==> config.mk <==
export PLATFORM = sky130hd
export DESIGN_NAME = control_unit_mc
export DESIGN_NICKNAME = d
export VERILOG_FILES = /design/src/rtl/control_unit_mc_pkg.sv /design/src/rtl/control_unit_mc_wait_counter.sv /design/src/rtl/control_unit_mc.sv
export SDC_FILE = /design/constraint.sdc
export NUM_CORES = 1
export LEC_CHECK = 0
export BUFFER_PORTS_ARGS = -buffer_cell sky130_fd_sc_hd__buf_4
export CORE_UTILIZATION = 52
export DETAILED_ROUTE_END_ITERATION = 16
export PLACE_DENSITY = 0.78
export SLEW_MARGIN = 5
export SYNTH_ARGS = -nofsm -noshare
export SYNTH_HDL_FRONTEND = slang
export SYNTH_SLANG_ARGS = --single-unit
export TNS_END_PERCENT = 1
==> constraint.sdc <==
create_clock -name clk -period 2.6 [get_ports clk]
set_input_delay 0.39 -clock clk [delete_from_list [all_inputs] [get_ports clk]]
set_output_delay 0.39 -clock clk [all_outputs]
set_load 0.02 [all_outputs]
==> src/rtl/control_unit_mc_pkg.sv <==
// Shared encodings for the copperv multicycle control unit: instruction
// classes, branch conditions, datapath mux selects and FSM state codes.
package control_unit_mc_pkg;

  localparam int INST_TYPE_WIDTH    = 4;
  localparam int FUNCT_WIDTH        = 3;
  localparam int RD_DIN_SEL_WIDTH   = 2;
  localparam int PC_NEXT_SEL_WIDTH  = 3;
  localparam int ALU_DIN1_SEL_WIDTH = 1;
  localparam int ALU_DIN2_SEL_WIDTH = 1;
  localparam int STATE_WIDTH        = 4;

  localparam logic [INST_TYPE_WIDTH-1:0] INST_TYPE_IMM     = 4'd0;
  localparam logic [INST_TYPE_WIDTH-1:0] INST_TYPE_INT_IMM = 4'd1;
  localparam logic [INST_TYPE_WIDTH-1:0] INST_TYPE_INT_REG = 4'd2;
  localparam logic [INST_TYPE_WIDTH-1:0] INST_TYPE_BRANCH  = 4'd3;
  localparam logic [INST_TYPE_WIDTH-1:0] INST_TYPE_JAL     = 4'd4;
  localparam logic [INST_TYPE_WIDTH-1:0] INST_TYPE_JALR    = 4'd5;
  localparam logic [INST_TYPE_WIDTH-1:0] INST_TYPE_LOAD    = 4'd6;
  localparam logic [INST_TYPE_WIDTH-1:0] INST_TYPE_STORE   = 4'd7;

  localparam logic [FUNCT_WIDTH-1:0] FUNCT_EQ  = 3'd0;
  localparam logic [FUNCT_WIDTH-1:0] FUNCT_NE  = 3'd1;
  localparam logic [FUNCT_WIDTH-1:0] FUNCT_LT  = 3'd2;
  localparam logic [FUNCT_WIDTH-1:0] FUNCT_GE  = 3'd3;
  localparam logic [FUNCT_WIDTH-1:0] FUNCT_LTU = 3'd4;
  localparam logic [FUNCT_WIDTH-1:0] FUNCT_GEU = 3'd5;

  localparam logic [RD_DIN_SEL_WIDTH-1:0] RD_DIN_SEL_IMM = 2'd0;
  localparam logic [RD_DIN_SEL_WIDTH-1:0] RD_DIN_SEL_ALU = 2'd1;
  localparam logic [RD_DIN_SEL_WIDTH-1:0] RD_DIN_SEL_MEM = 2'd2;
  localparam logic [RD_DIN_SEL_WIDTH-1:0] RD_DIN_SEL_PC4 = 2'd3;

  localparam logic [PC_NEXT_SEL_WIDTH-1:0] PC_NEXT_SEL_STALL  = 3'd0;
  localparam logic [PC_NEXT_SEL_WIDTH-1:0] PC_NEXT_SEL_INCR   = 3'd1;
  localparam logic [PC_NEXT_SEL_WIDTH-1:0] PC_NEXT_SEL_BRANCH = 3'd2;
  localparam logic [PC_NEXT_SEL_WIDTH-1:0] PC_NEXT_SEL_JAL    = 3'd3;
  localparam logic [PC_NEXT_SEL_WIDTH-1:0] PC_NEXT_SEL_JALR   = 3'd4;
  localparam logic [PC_NEXT_SEL_WIDTH-1:0] PC_NEXT_SEL_TRAP   = 3'd5;

  localparam logic [ALU_DIN1_SEL_WIDTH-1:0] ALU_DIN1_SEL_RS1 = 1'b0;
  localparam logic [ALU_DIN1_SEL_WIDTH-1:0] ALU_DIN1_SEL_PC  = 1'b1;
  localparam logic [ALU_DIN2_SEL_WIDTH-1:0] ALU_DIN2_SEL_RS2 = 1'b0;
  localparam logic [ALU_DIN2_SEL_WIDTH-1:0] ALU_DIN2_SEL_IMM = 1'b1;

  typedef enum logic [STATE_WIDTH-1:0] {
    STATE_RESET,
    STATE_FETCH,
    STATE_IDLE,
    STATE_READ,
    STATE_EXEC,
    STATE_BRCOMMIT,
    STATE_MEM_REQ,
    STATE_MEM_RESP,
    STATE_TRAP
  } state_t;

  // Only the six defined conditions may reach the comparator.
  function automatic logic funct_is_branch(input logic [FUNCT_WIDTH-1:0] f);
    return f <= FUNCT_GEU;
  endfunction

endpackage

==> src/rtl/control_unit_mc_wait_counter.sv <==
// cu_wait_counter: loadable saturating down-counter. Shared by the register
// read latency wait and the memory bus timeout; only one is active at a time.
// Ports:
//   clk, rst  clock, synchronous active-high reset (count -> 0)
//   load      load load_val (has priority over dec)
//   load_val  value to load
//   dec       decrement by one; holds at zero
//   zero      count is zero
module cu_wait_counter #(
  parameter int WIDTH = 5
) (
  input  logic             clk,
  input  logic             rst,
  input  logic             load,
  input  logic [WIDTH-1:0] load_val,
  input  logic             dec,
  output logic             zero
);

  logic [WIDTH-1:0] count;

  always_ff @(posedge clk) begin
    if (rst) begin
      count <= '0;
    end else if (load) begin
      count <= load_val;
    end else if (dec && (count != '0)) begin
      count <= count - 1'b1;
    end
  end

  assign zero = (count == '0);

endmodule

==> src/rtl/control_unit_mc.sv <==
// control_unit_mc: multicycle control FSM for the copperv core. Sequences
// fetch, register read, execute, branch commit and a valid/ready data bus
// transfer, and traps on memory timeout or an illegal instruction.
// Ports:
//   clk, rst                     clock, synchronous active-high reset
//   inst_type, funct, inst_valid decoded instruction (sampled in IDLE)
//   rcomp                        comparator result (used in BRCOMMIT)
//   data_req_ready, data_resp_valid  data bus handshake
//   inst_fetch                   fetch request pulse
//   rd_en, rs1_en, rs2_en        register file enables
//   rd_din_sel, pc_next_sel, alu_din1_sel, alu_din2_sel  datapath muxes
//   rcomp_en                     comparator enable
//   data_req_valid, data_req_write  data bus request
//   trap                         timeout / illegal instruction
//
// state     | meaning
// RESET     | post-reset, all outputs idle
// FETCH     | one-cycle instruction fetch request
// IDLE      | wait for inst_valid, capture the decoded instruction
// READ      | register file read, RF_READ_LAT cycles
// EXEC      | drive datapath for the instruction class
// BRCOMMIT  | pick branch target or PC+4 from rcomp
// MEM_REQ   | hold data bus request until ready
// MEM_RESP  | wait for load data / store acknowledge
// TRAP      | trap reported; sticky when TRAP_HALT
module control_unit_mc
  import control_unit_mc_pkg::*;
#(
  parameter int RF_READ_LAT = 1,
  parameter int MEM_TIMEOUT = 16,
  parameter bit TRAP_HALT   = 1'b1
) (
  input  logic                          clk,
  input  logic                          rst,
  input  logic [INST_TYPE_WIDTH-1:0]    inst_type,
  input  logic [FUNCT_WIDTH-1:0]        funct,
  input  logic                          inst_valid,
  input  logic                          rcomp,
  input  logic                          data_req_ready,
  input  logic                          data_resp_valid,
  output logic                          inst_fetch,
  output logic                          rd_en,
  output logic                          rs1_en,
  output logic                          rs2_en,
  output logic [RD_DIN_SEL_WIDTH-1:0]   rd_din_sel,
  output logic [PC_NEXT_SEL_WIDTH-1:0]  pc_next_sel,
  output logic [ALU_DIN1_SEL_WIDTH-1:0] alu_din1_sel,
  output logic [ALU_DIN2_SEL_WIDTH-1:0] alu_din2_sel,
  output logic                          rcomp_en,
  output logic                          data_req_valid,
  output logic                          data_req_write,
  output logic                          trap
);

  localparam int CNT_W = $clog2(MEM_TIMEOUT + 1);
  // Counter is loaded with N-1 and the wait expires in the cycle it reads
  // zero, so a wait lasts exactly N cycles.
  localparam logic [CNT_W-1:0] READ_LOAD = CNT_W'(RF_READ_LAT - 1);
  localparam logic [CNT_W-1:0] MEM_LOAD  = CNT_W'(MEM_TIMEOUT - 1);

  state_t                     state, state_next;
  logic [INST_TYPE_WIDTH-1:0] inst_q;
  logic [FUNCT_WIDTH-1:0]     funct_q;
  logic                       cnt_load, cnt_dec, cnt_zero;
  logic [CNT_W-1:0]           cnt_load_val;
  logic                       is_store;

  cu_wait_counter #(.WIDTH(CNT_W)) u_wait (
    .clk      (clk),
    .rst      (rst),
    .load     (cnt_load),
    .load_val (cnt_load_val),
    .dec      (cnt_dec),
    .zero     (cnt_zero)
  );

  always_ff @(posedge clk) begin
    if (rst) begin
      state   <= STATE_RESET;
      inst_q  <= '0;
      funct_q <= '0;
    end else begin
      state <= state_next;
      if (state == STATE_IDLE && inst_valid) begin
        inst_q  <= inst_type;
        funct_q <= funct;
      end
    end
  end

  assign is_store = (inst_q == INST_TYPE_STORE);

  always_comb begin
    state_next     = state;
    inst_fetch     = 1'b0;
    rd_en          = 1'b0;
    rs1_en         = 1'b0;
    rs2_en         = 1'b0;
    rd_din_sel     = RD_DIN_SEL_IMM;
    pc_next_sel    = PC_NEXT_SEL_STALL;
    alu_din1_sel   = ALU_DIN1_SEL_RS1;
    alu_din2_sel   = ALU_DIN2_SEL_RS2;
    rcomp_en       = 1'b0;
    data_req_valid = 1'b0;
    data_req_write = 1'b0;
    trap           = 1'b0;
    cnt_load       = 1'b0;
    cnt_load_val   = READ_LOAD;
    cnt_dec        = 1'b0;

    case (state)
      STATE_RESET: state_next = STATE_FETCH;
      STATE_FETCH: begin
        inst_fetch = 1'b1;
        state_next = STATE_IDLE;
      end
      STATE_IDLE: begin
        if (inst_valid) begin
          if (inst_type == INST_TYPE_IMM) begin
            state_next = STATE_EXEC;
          end else begin
            state_next   = STATE_READ;
            cnt_load     = 1'b1;
            cnt_load_val = READ_LOAD;
          end
        end
      end
      STATE_READ: begin
        rs1_en = 1'b1;
        rs2_en = 1'b1;
        if (cnt_zero) state_next = STATE_EXEC;
        else          cnt_dec    = 1'b1;
      end
      STATE_EXEC: begin
        state_next = STATE_FETCH;
        case (inst_q)
          INST_TYPE_IMM: begin
            rd_en       = 1'b1;
            rd_din_sel  = RD_DIN_SEL_IMM;
            pc_next_sel = PC_NEXT_SEL_INCR;
          end
          INST_TYPE_INT_IMM, INST_TYPE_INT_REG: begin
            rd_en        = 1'b1;
            rd_din_sel   = RD_DIN_SEL_ALU;
            alu_din1_sel = ALU_DIN1_SEL_RS1;
            alu_din2_sel = (inst_q == INST_TYPE_INT_IMM) ? ALU_DIN2_SEL_IMM : ALU_DIN2_SEL_RS2;
            pc_next_sel  = PC_NEXT_SEL_INCR;
          end
          INST_TYPE_BRANCH: begin
            // An undefined condition code is treated as an illegal instruction.
            if (funct_is_branch(funct_q)) begin
              alu_din1_sel = ALU_DIN1_SEL_RS1;
              alu_din2_sel = ALU_DIN2_SEL_RS2;
              rcomp_en     = 1'b1;
              state_next   = STATE_BRCOMMIT;
            end else begin
              state_next = STATE_TRAP;
            end
          end
          INST_TYPE_JAL: begin
            rd_en        = 1'b1;
            rd_din_sel   = RD_DIN_SEL_PC4;
            alu_din1_sel = ALU_DIN1_SEL_PC;
            alu_din2_sel = ALU_DIN2_SEL_IMM;
            pc_next_sel  = PC_NEXT_SEL_JAL;
          end
          INST_TYPE_JALR: begin
            rd_en        = 1'b1;
            rd_din_sel   = RD_DIN_SEL_PC4;
            alu_din1_sel = ALU_DIN1_SEL_RS1;
            alu_din2_sel = ALU_DIN2_SEL_IMM;
            pc_next_sel  = PC_NEXT_SEL_JALR;
          end
          INST_TYPE_LOAD, INST_TYPE_STORE: begin
            alu_din1_sel = ALU_DIN1_SEL_RS1;
            alu_din2_sel = ALU_DIN2_SEL_IMM;
            state_next   = STATE_MEM_REQ;
            cnt_load     = 1'b1;
            cnt_load_val = MEM_LOAD;
          end
          default: state_next = STATE_TRAP;
        endcase
      end
      STATE_BRCOMMIT: begin
        pc_next_sel = rcomp ? PC_NEXT_SEL_BRANCH : PC_NEXT_SEL_INCR;
        state_next  = STATE_FETCH;
      end
      STATE_MEM_REQ: begin
        // Address operands stay selected so the request is stable while waiting.
        data_req_valid = 1'b1;
        data_req_write = is_store;
        alu_din1_sel   = ALU_DIN1_SEL_RS1;
        alu_din2_sel   = ALU_DIN2_SEL_IMM;
        if (data_req_ready) begin
          if (data_resp_valid) begin
            pc_next_sel = PC_NEXT_SEL_INCR;
            rd_en       = !is_store;
            rd_din_sel  = is_store ? RD_DIN_SEL_IMM : RD_DIN_SEL_MEM;
            state_next  = STATE_FETCH;
          end else begin
            state_next   = STATE_MEM_RESP;
            cnt_load     = 1'b1;
            cnt_load_val = MEM_LOAD;
          end
        end else if (cnt_zero) begin
          state_next = STATE_TRAP;
        end else begin
          cnt_dec = 1'b1;
        end
      end
      STATE_MEM_RESP: begin
        if (data_resp_valid) begin
          pc_next_sel = PC_NEXT_SEL_INCR;
          rd_en       = !is_store;
          rd_din_sel  = is_store ? RD_DIN_SEL_IMM : RD_DIN_SEL_MEM;
          state_next  = STATE_FETCH;
        end else if (cnt_zero) begin
          state_next = STATE_TRAP;
        end else begin
          cnt_dec = 1'b1;
        end
      end
      STATE_TRAP: begin
        trap        = 1'b1;
        pc_next_sel = PC_NEXT_SEL_TRAP;
        if (!TRAP_HALT) state_next = STATE_FETCH;
      end
      default: state_next = STATE_RESET;
    endcase
  end

endmodule

==> key figures, run 1 <==
Cells and area
  – FF+latch area: 300 µm²
  – Layout filler cell count: 173
  – Layout net count: 184
  – Diodes inserted: 0
  – Layout cells sized above 1: 25.6%
  – Final core utilization: 68.8%
  – Post-route cell area: 1390 µm²
  – Final Non-Filler Cells: 195
  – Area delta synth->final: 20.3%
  – Multi-input logic area: between 700 and 800 µm²

Detailed routing
  – Vias after detailed routing: 1167
  – Post-DRT Antenna Nets: 0
  – Number of remaining DRC errors: 0
  – Vias per Instance: 5.98
  – Total Wirelength: about 2800 µm
  – DRT iter0 DRCs: 40
  – WL/cell: 14.2 µm
  – 1st-pass router iterations: 4

Placed design
  – Pre-CTS setup slack: slightly below 0.5 ns
  – Port Buffer Count: 26
  – Routability cong.: 0.857
  – Placed Cells incl. Taps: 191
  – Dpl cell area: 1360 µm²
  – Detailed Place HPWL: 2170 µm

CTS
  – H-tree levels: 1
  – Inserted Clock Buffers: 3
  – Clock Path Buffers: 2
  – Clk_lat worst skew: 0.29 ns
  – Clk sinks: 15
  – Clock tree from TritonCTS: done
  – CTS root buf: clkbuf_4
  – Worst-path clk slew: 0.09 ns

Worst setup path
  – CP Capture Type: primary output
  – CP max FO: 14
  – Worst path arrival time: 2.05 ns
  – Worst Setup Start Kind: flop
  – Critical path class: reg2out
  – Worst path required time: 2.21 ns

GRT
  – First-pass GRT wire length: 4750 µm
  – Largest net degree at the start of global routing: 16
  – GRT Resource Usage Total: about a quarter
  – Number of global-route vias before repair: 1074
  – Antenna violations before repair: 0
  – Total congestion overflow: 0

Logic synthesis
  – Seq/Total Area, Yosys: 26.0%
  – Post-synthesis compound-gate area fraction: between 20% and 30%
  – Post-synthesis cell count: 145
  – Main synth FF type: dfxtp_1
  – Simple-gate share of the synthesized area: 30.5%
  – Synthesized cell area: 1160 µm²
  – Largest family of logic cells by synthesized area: simple AND/OR/NAND/NOR gates
  – Post-synth EDFFs: 0
  – Dominant cells by area after synthesis: dfxtp_1 (26%), mux2i_1 (5.2%), nor2_1 (4.9%), nor4b_1 (3.0%), o21ai_0 (3.0%)
  – Post-synthesis mux area share: 6.17%
  – Area share of fa/ha/maj cells after synthesis: 2.16%
  – Avg Inst Size Synth: 7.97 µm²
  – FF+latch count, synth: 15
  – Post-Syn Nets: 160
  – Share of the synthesized area in the top cell type: 26.0%
  – Area leader, netlist: dfxtp_1
  – Synth Area in XOR/XNOR: 3.79%
  – Synth unique cells: 48
  – Synthesis Warnings: 0
  – Post-synth ARST share: 0%

Outcome
  – Outcome: finished, final reports clean

STA
  – TNS Setup: 0 ns
  – Final period utilization: 93.9%
  – Slew of the pin with the lowest slew margin: 0.579 ns
  – RSZ-0062 raised after global routing: false
  – Slew margin rel.: 60.4%
  – Slew Limit Fails: 0
  – Max Freq: 410 MHz
  – Post-layout min period: 2.44 ns
  – Final hold viol count: 0
  – Worst-case clock skew: 0.00240 ns
  – Setup Viol. Count Final: 0
  – Final WS setup: between 0.15 and 0.2 ns

Job
  – Max-Cap Viols: 0

Floorplan
  – Std cell rows: 16
  – Die span in x: 49.2 µm
  – Core Region: 2020 µm²
  – Die Ht: 49.2 µm
  – Starting density of the core: 57.2%
  – Ports: 28
  – Die area: 2420 µm²

Power
  – Leakage: just under 0.6 nW
  – Maximum vdd drop: roughly 500 µV
  – PD cells: 506 nW/µm²

Worst hold path
  – Worst hold path class: in2reg
-- routing by layer --
metal | part of all wire, % | vias up | global-route usage (%)
met5 | 0 | - | 0
li1 | - | 583 | -
met1 | 46 | 538 | 31.9
met2 | 47 | 41 | 44.1
met4 | 1.3 | 0 | 8.82
met3 | 5.8 | 5 | 3.74
-- kinds of logic (layout without fill, tap and decap cells) --
logic type | count (synthesis) | after routing
compound gates | 39 | 39
xor+xnor | 5 | 5
fa+ha+maj | 2 | 2
buf+inv | 18 | 41
flops | 15 | 15
mux | 7 | 7
simple gates | 59 | 59
-- worst paths after layout --
path / startpoint / to / slack [ns] / cells past startpoint
worst max-delay path: state[3] / rd_en / 0.16 / 5
worst min-delay path: funct[2] / funct_q[2] / 0.32 / 3
worst max register to register: state[3] / state[0] / 0.67 / 4
worst min register to register: funct_q[2] / funct_q[2] / 0.53 / 2
-- placed cells by master, fill, tap and decap left out, drive strengths merged, types with 5 or more instances in the layout --
cell and instances:
buf 30, nor2b 5, mux2i 6, a21oi 5, inv 7, nor2 15, o21ai 7, nor3 5
dfxtp 15, nand2 6
-- Yosys cell counts, types with 2 or more instances --
master and instances:
dfxtp_1 15, nor2_1 15, clkbuf_1 7, inv_1 7, o21ai_0 7, mux2i_1 6, nand2_1 6, a21oi_1 5
nor2b_1 5, nor3_1 5, nand2b_1 4, nor4b_1 4, o211ai_1 4, xor2_1 4, a21boi_0 3, nand3_1 3
nor3b_1 3, or2_2 3, a2111oi_0 2, a21o_1 2, and3b_1 2, buf_4 2, ha_1 2, nor4_1 2
o2111ai_1 2, o21a_1 2, o32ai_1 2
-- layout make-up --
type | count | area share (%)
clock buffer | 3 | 1.62
clock inverter | 1 | 0.360
timing repair buffer | 30 | 16.2
sequential | 15 | 21.6
inverter | 7 | 1.89
tap | 27 | 2.43
multi-input combinational | 112 | 55.9
-- through the flow --
step | hold slack [ns] | power [mW]
final | 0.323 | 0.705
after global routing | 0.322 | 0.748
after CTS | 0.324 | 0.700
after detailed placement | 0.519 | 0.567
after global placement | 0.506 | 0.559
after floorplan | 0.486 | 0.485
-- critical path, stage by stage, from the launching register on --
cell,delay [ns]
dfxtp_1,0.46
or4b_2,0.76
nor2_1,0.15
a21boi_0,0.10
a21oi_1,0.13
buf_4,0.15
-- registers in the layout, summed over array words and instances (netlist names) --
name and cells:
u_wait.count 5, funct_q 2, inst_q 4, state 4
-- what timing repair did --
action / CTS / global route
setup endpoints to repair: 0 / 2
buffers inserted: 0 / 0
hold buffers: 0 / 0
gates resized for setup: 0 / 1
-- power by group --
group	switching, mW	internal (mW)	total [mW]
sequential	0.0428	0.249	0.292
clock	0.0805	0.0573	0.138
combinational	0.150	0.125	0.275
(Power assumes the default switching activity.)
==> run 2: changes to the inputs <==
==> constraint.sdc (replaced) <==
create_clock -name clk -period 2.6 [get_ports clk]
set_input_delay 0.39 -clock clk [delete_from_list [all_inputs] [get_ports clk]]
set_output_delay 0.39 -clock clk [all_outputs]
set_load 0.1 [all_outputs]
==> run 2 against run 1 <==
Register-to-register slack improved by 0.07 ns. Via count grew 1.5%. Critical path depth unchanged. Clock skew is 0.0010 ns higher. Power rose by 15%. Sequential cell count is the same. Final cell count rose by 1.0%. Core utilization rose by 3.7 points. Global-route usage rose by 0.18 points. Sequential share of layout area is 0.92 points lower. Cell area up 5.3%.
==> key figures, run 2 (synthesis results as in run 1) <==
GRT
  – GRT Resource Usage Total: 25.7% (+0.18 points)
  – Number of global-route vias before repair: 1097 (+2.1%)
  – Total congestion overflow: 0 (unchanged)
  – First-pass GRT wire length: 4860 µm (+2.2%)
  – Antenna violations before repair: 0 (unchanged)
  – Largest net degree at the start of global routing: 16 (unchanged)

Detailed routing
  – Total Wirelength: 2710 µm (-2.1%)
  – Met1 wire length: 1300 µm (+1.9%)
  – Number of remaining DRC errors: 0 (unchanged)
  – Wire length on met3: 115 µm (-28%)
  – Post-DRT Antenna Nets: 0 (unchanged)
  – Vias per Instance: 6.01 (+0.43%)
  – DRT iter0 DRCs: 44 (+10%)
  – WL/cell: 13.7 µm (-3.1%)
  – Top Metal Used: met4
  – Vias after detailed routing: 1184 (+1.5%)
  – Met2 wire len: 1250 µm (-3.3%)
  – 1st-pass router iterations: 4 (unchanged)

STA
  – Final WS setup: 0.177 ns (+0.0180 ns)
  – Final period utilization: 93.2% (-0.69 points)
  – RSZ-0062 raised after global routing: false
  – Max Freq: 413 MHz (+0.74%)
  – Slew of the pin with the lowest slew margin: 0.533 ns (-0.0464 ns)
  – Setup Viol. Count Final: 0 (unchanged)
  – Worst Hold Slack: 0.334 ns (+0.0115 ns)
  – Slew Limit Fails: 0 (unchanged)
  – Slew margin rel.: 64.4% (+4.0 points)
  – Final hold viol count: 0 (unchanged)
  – Post-layout min period: 2.42 ns (-0.0180 ns)
  – Worst-case clock skew: 0.00342 ns (+0.00102 ns)

Cells and area
  – Layout net count: 186 (+1.1%)
  – Post-route cell area: 1470 µm² (+5.3%)
  – Most frequent cells in the layout: buf_4 (30), nor2_1 (15), dfxtp_1 (13)
  – Layout cells sized above 1: 31.2% (+5.6 points)
  – Top reg by flops: u_wait.count
  – Area delta synth->final: 26.7%
  – Diodes inserted: 0 (unchanged)
  – Max reg flops: 5 (unchanged)
  – Top flop regs: u_wait.count: 5 flops, inst_q: 4 flops, state: 4 flops
  – Commonest non-fill, non-tap cell in the layout: buf_4

Worst setup path
  – Critical path's slowest cell: or4b_2
  – Flop-to-flop setup slack: 0.74 ns (+0.07 ns)
  – Worst path arrival time: 2.03 ns (-0.02 ns)
  – Critical path's top delay family: simple AND/OR/NAND/NOR gates
  – Crit-path max cell delay: 0.71 ns (-0.05 ns)
  – Worst-path cell chain: or4b_2, nor2_1, a21boi_0, a21oi_1, buf_6
  – CP Capture Type: primary output
  – Critical path class: reg2out
  – CP max FO: 15 (+1)
  – Worst path required time: 2.21 ns (about the same)
  – Buffers & Inverters on Critical Path: 1 (unchanged)
  – Worst Setup Start Kind: flop

Floorplan
  – Die span in x: 49.2 µm (unchanged)
  – Starting density of the core: 57.2% (unchanged)
  – Core Region: 2020 µm² (unchanged)
  – Die Ht: 49.2 µm (unchanged)
  – Ports: 28 (unchanged)
  – Std cell rows: 16 (unchanged)
  – Die area: 2420 µm² (unchanged)

Placed design
  – Routability cong.: 0.826 (-3.6%)
  – Port Buffer Count: 26 (unchanged)
  – Pre-CTS setup slack: 0.293 ns (-0.191 ns)
  – Dpl cell area: 1420 µm² (+4.7%)
  – Detailed Place HPWL: 2100 µm (-3.1%)

Job
  – Max-Cap Viols: 0 (unchanged)

Power
  – PD cells: 551 nW/µm² (+8.8%)
  – Leakage: 0.606 nW (+3.6%)
  – Maximum vdd drop: 415 µV (-17%)

CTS
  – H-tree levels: 1 (unchanged)
  – Worst-path clk slew: 0.09 ns (about the same)
  – Inserted Clock Buffers: 3 (unchanged)
  – Clock tree from TritonCTS: done
  – Clk sinks: 15 (unchanged)
  – CTS root buf: clkbuf_4
  – Post-CTS Setup Inserts: 0 (unchanged)
  – Cts hold-fix bufs: 0 (unchanged)
  – Clk_lat worst skew: 0.28 ns (about the same)
  – Clock Path Buffers: 2 (unchanged)

Outcome
  – Outcome: finished, final reports clean

Worst hold path
  – Worst hold path class: in2reg
[run 2: layer usage]
layer  track usage, %  vias to the layer above
met5                0                        -
met4             9.31                        0
met3             2.80                        4
met2             41.8                       39
met1             34.8                      554
li1                 -                      587
[run 2: path summary, 6_finish.rpt]
check | from | endpoint | depth (start not counted)
worst min register to register | funct_q[2] | funct_q[2] | 2
worst max-delay path | state[1] | rd_en | 5
worst max register to register | state[2] | u_wait.count[1] | 5
worst min-delay path | funct[2] | funct_q[2] | 3
[run 2: metrics by stage]
| stage | total power, mW | setup TNS (ns) | util (%) | instances |
|---|---|---|---|---|
| floorplan | 0.593 | -3.29 | - | 145 |
| global placement | 0.670 | 0 | 70.3 | 193 |
| detailed placement | 0.674 | 0 | 70.3 | 193 |
| CTS | 0.807 | 0 | 72.0 | 197 |
| global route | 0.861 | 0 | 72.5 | 197 |
| finish | 0.807 | 0 | 72.5 | 197 |
[run 2: timing repair]
| item | in CTS | in global routing |
|---|---|---|
| endpoints found under the setup margin | 2 | 4 |
| gates cloned | 0 | 0 |
| resized for setup | 1 | 4 |
[run 2: report_power, final]
part	internal, mW	switching (mW)
logic	0.129	0.248
clock network	0.0571	0.0729
registers	0.251	0.0490
total	0.438	0.370
[run 2: cell type report]
class,instances,area (µm²)
well taps,27,33.8
flip-flops and latches,15,303
multi-input cells,112,827
repair buffers,32,248
clock buffers,3,22.5
inverters,7,26.3
clock inverters,1,5.00
fillers,181,557
[run 2: worst min-delay path, cell delays in order]
cell and delay [ns]:
buf_4 0.07, mux2i_1 0.05, nor2_1 0.07
==> run 3: changes to the inputs <==
--- a/config.mk
+++ b/config.mk
@@ -6,11 +6,12 @@
 export NUM_CORES = 1
 export LEC_CHECK = 0
 export BUFFER_PORTS_ARGS = -buffer_cell sky130_fd_sc_hd__buf_4
-export CORE_UTILIZATION = 52
+export CORE_UTILIZATION = 53
 export DETAILED_ROUTE_END_ITERATION = 16
-export PLACE_DENSITY = 0.78
+export PLACE_DENSITY = 0.79
 export SLEW_MARGIN = 5
 export SYNTH_ARGS = -nofsm -noshare
 export SYNTH_HDL_FRONTEND = slang
+export SYNTH_HIERARCHICAL = 1
 export SYNTH_SLANG_ARGS = --single-unit
 export TNS_END_PERCENT = 1
==> run 3 against run 2 <==
Die area up 3.6%. First-iteration DRC count down 20%. Cell area unchanged. Sequential power up 6%. Count of clock-buffer cells in the layout up 1. Global-route usage up 1.3 points. Final cell count up 5.1%. Sequential cell count unchanged. Clock skew down 0.0027 ns. Power up 37%. Clock power about the same. Non-clock buffer count unchanged.
==> key figures, run 3 <==
GRT
  – Total congestion overflow: 0 (unchanged)
  – Layer with the highest usage: met2
  – Antenna violations before repair: 0 (unchanged)
  – Met1 Use GR: 31.7% (-3.1 points)
  – Largest net degree at the start of global routing: 18 (+2)
  – First-pass GRT wire length: 5230 µm (+7.7%)
  – GRT Resource Usage Total: 27.1% (+1.3 points)
  – Grt met3 use: 2.47% (-0.33 points)
  – Number of global-route vias before repair: 1211 (+10%)
  – GRT met2 Usage: 49.6% (+7.8 points)

Placed design
  – Detailed Place HPWL: 2370 µm (+13%)
  – Routability cong.: 0.794 (-3.8%)
  – Port Buffer Count: 26 (unchanged)
  – Pre-CTS setup slack: 0.382 ns (+0.0892 ns)

Detailed routing
  – Vias per Instance: 6.02 (+0.15%)
  – Vias after detailed routing: 1246 (+5.2%)
  – DRT iter0 DRCs: 35 (-20%)
  – Total Wirelength: 3020 µm (+12%)
  – 1st-pass router iterations: 4 (unchanged)
  – Post-DRT Antenna Nets: 0 (unchanged)
  – WL/cell: 14.6 µm (+6.3%)
  – Number of remaining DRC errors: 0 (unchanged)

Worst setup path
  – CP max FO: 10 (-5)
  – Worst Setup Start Kind: flop
  – Worst path arrival time: 2.06 ns (+0.03 ns)
  – Critical path class: reg2out
  – Worst path required time: 2.21 ns (about the same)
  – CP Capture Type: primary output

Power
  – Clock share of power: 12.0% (-4.1 points)
  – Net Sw Power: 563 µW (+52%)
  – Leakage: 0.640 nW (+5.5%)
  – Switching Share: 50.8% (+5.0 points)
  – Sequential power share: 28.7% (-8.5 points)
  – Combinational share of power: 59.3% (+13 points)
  – Maximum vdd drop: 557 µV (+34%)
  – PD cells: 756 nW/µm² (+37%)
  – Pint: 545 µW (+25%)

STA
  – RSZ-0062 raised after global routing: false
  – Slew of the pin with the lowest slew margin: 0.586 ns (+0.0531 ns)
  – Post-layout min period: 2.45 ns (+0.0270 ns)
  – Final period utilization: 94.2% (+1.0 points)
  – Slew Limit Fails: 0 (unchanged)
  – Max Freq: 408 MHz (-1.1%)
  – Final WS setup: 0.150 ns (-0.0270 ns)
  – Worst-case clock skew: 0.000698 ns (-0.00272 ns)
  – Slew margin rel.: 60.6% (-3.8 points)
  – Final hold viol count: 0 (unchanged)
  – TNS Setup: 0 ns (unchanged)
  – Setup Viol. Count Final: 0 (unchanged)

Floorplan
  – Core Region: 2190 µm² (+8.4%)
  – Die Ht: 50.0 µm (+1.8%)
  – Ports: 28 (unchanged)
  – Starting density of the core: 55.8% (-1.4 points)
  – Die area: 2500 µm² (+3.6%)
  – Die span in x: 50.0 µm (+1.8%)
  – Std cell rows: 17 (+1)

CTS
  – Cts repair resizes: 0 (-1)
  – Clock tree from TritonCTS: done
  – Clk sinks: 15 (unchanged)
  – Clk_lat worst skew: 0.28 ns (about the same)
  – H-tree levels: 1 (unchanged)
  – Post-CTS Setup Inserts: 0 (unchanged)
  – Cts hold-fix bufs: 0 (unchanged)
  – Inserted Clock Buffers: 3 (unchanged)
  – Clock Path Buffers: 2 (unchanged)
  – CTS root buf: clkbuf_4
  – Worst-path clk slew: 0.09 ns (about the same)

Worst hold path
  – Worst hold path class: in2reg

Logic synthesis
  – Most numerous cell in the Yosys netlist: nor2_1
  – Synth unique cells: 57 (+19%)
  – Share of the synthesized area in the top cell type: 24.6% (-1.4 points)
  – Post-synth EDFFs: 0 (unchanged)
  – Main synth FF type: dfxtp_1
  – Area leader, netlist: dfxtp_1
  – Synth cell count leaders: nor2_1 (17), dfxtp_1 (15), nand2_1 (12)
  – Seq/Total Area, Yosys: 24.6% (-1.4 points)
  – FF+latch count, synth: 15 (unchanged)
  – Synthesis Warnings: 6 (+6)
  – Avg Inst Size Synth: 7.79 µm² (-2.3%)
  – Dominant cells by area after synthesis: dfxtp_1 (25%), nor2_1 (5.2%), mux2i_1 (4.9%), nand2_1 (3.7%), nor3_1 (3.3%)
  – Post-synth ARST share: 0% (unchanged)
  – Post-synthesis cell count: 157 (+8.3%)
  – Synthesized cell area: 1220 µm² (+5.7%)
  – Post-Syn Nets: 171 (+6.9%)

Cells and area
  – Layout cells sized above 1: 27.9% (-3.2 points)
  – Top reg by flops: u_wait/count
  – Commonest non-fill, non-tap cell in the layout: buf_4
  – Top flop regs: u_wait/count: 5 flops, inst_q: 4 flops, state: 4 flops
  – Max reg flops: 5 (unchanged)
  – Diodes inserted: 0 (unchanged)
  – Most frequent cells in the layout: buf_4 (32), nor2_1 (17), dfxtp_1 (15)
  – Layout net count: 194 (+4.3%)
  – Layout filler cell count: 201 (+11%)
  – Area delta synth->final: 19.9%

Outcome
  – Outcome: finished, final reports clean

Job
  – Max-Cap Viols: 0 (unchanged)
[run 3: routing by layer]
layer  share of wire [%]  vias to the layer above
met5                   0                        -
met2                  54                       35
met3                 3.6                        4
li1                    -                      626
met1                  42                      581
met4                 1.1                        0
[run 3: cells by family (layout without fill, tap and decap cells)]
logic type / count (synthesis) / after routing / share of synthesized area [%]
AOI/OAI and AO/OA: 41 / 41 / 26.8
xor gates and xnor gates: 2 / 2 / 1.43
adders and majority gates: 1 / 1 / 1.02
buffers and inverters: 24 / 46 / 9.83
DFF: 15 / 15 / 24.6
muxes: 6 / 6 / 4.91
other: 1 / 1 / 0.307
and+or+nand+nor: 67 / 67 / 31.1
[run 3: path summary, 6_finish.rpt]
check | startpoint | end | slack (ns) | depth (start not counted)
setup / recovery | state[3] | rd_din_sel[1] | 0.15 | 6
hold / removal | funct[2] | funct_q[2] | 0.34 | 3
setup reg to reg | u_wait/count[0] | u_wait/count[2] | 0.34 | 8
hold reg to reg | u_wait/count[4] | u_wait/count[4] | 0.53 | 2
[run 3: final cells by class]
class / instances / area [µm²] / area share [%]
Clock buffer: 4 / 26.3 / 1.79
Inverter: 10 / 37.5 / 2.56
Multi-Input combinational cell: 118 / 826 / 56.4
Sequential cell: 15 / 300 / 20.5
Tap cell: 28 / 35.0 / 2.39
Timing Repair Buffer: 32 / 240 / 16.4
[run 3: through the flow]
stage	instance area, µm²	power, mW	hold slack (ns)	utilization [%]	std cells
finish	1470	1.11	0.344	66.9	207
CTS	1470	1.11	0.344	66.9	207
global placement	1440	0.951	0.510	65.7	203
global route	1470	1.18	0.366	66.9	207
floorplan	1250	0.866	0.459	-	157
detailed placement	1440	0.977	0.520	65.7	203
[run 3: critical path, cell delays in order, from the launching register on]
cell and delay, ns:
dfxtp_1 0.36, buf_4 0.19, and2b_1 0.27, o2111ai_1 0.26
a21o_1 0.23, a22oi_1 0.15, buf_4 0.32
[run 3: power by group through the flow]
| stage | Sequential [mW] | Combinational, mW | Clock, mW |
|---|---|---|---|
| 2_1_floorplan | 0.296 | 0.570 | 0 |
| 3_3_place_gp | 0.319 | 0.632 | 0 |
| 3_5_place_dp | 0.323 | 0.654 | 0 |
| 4_1_cts | 0.317 | 0.657 | 0.134 |
| 5_1_grt | 0.326 | 0.713 | 0.146 |
| 6_report | 0.318 | 0.657 | 0.133 |
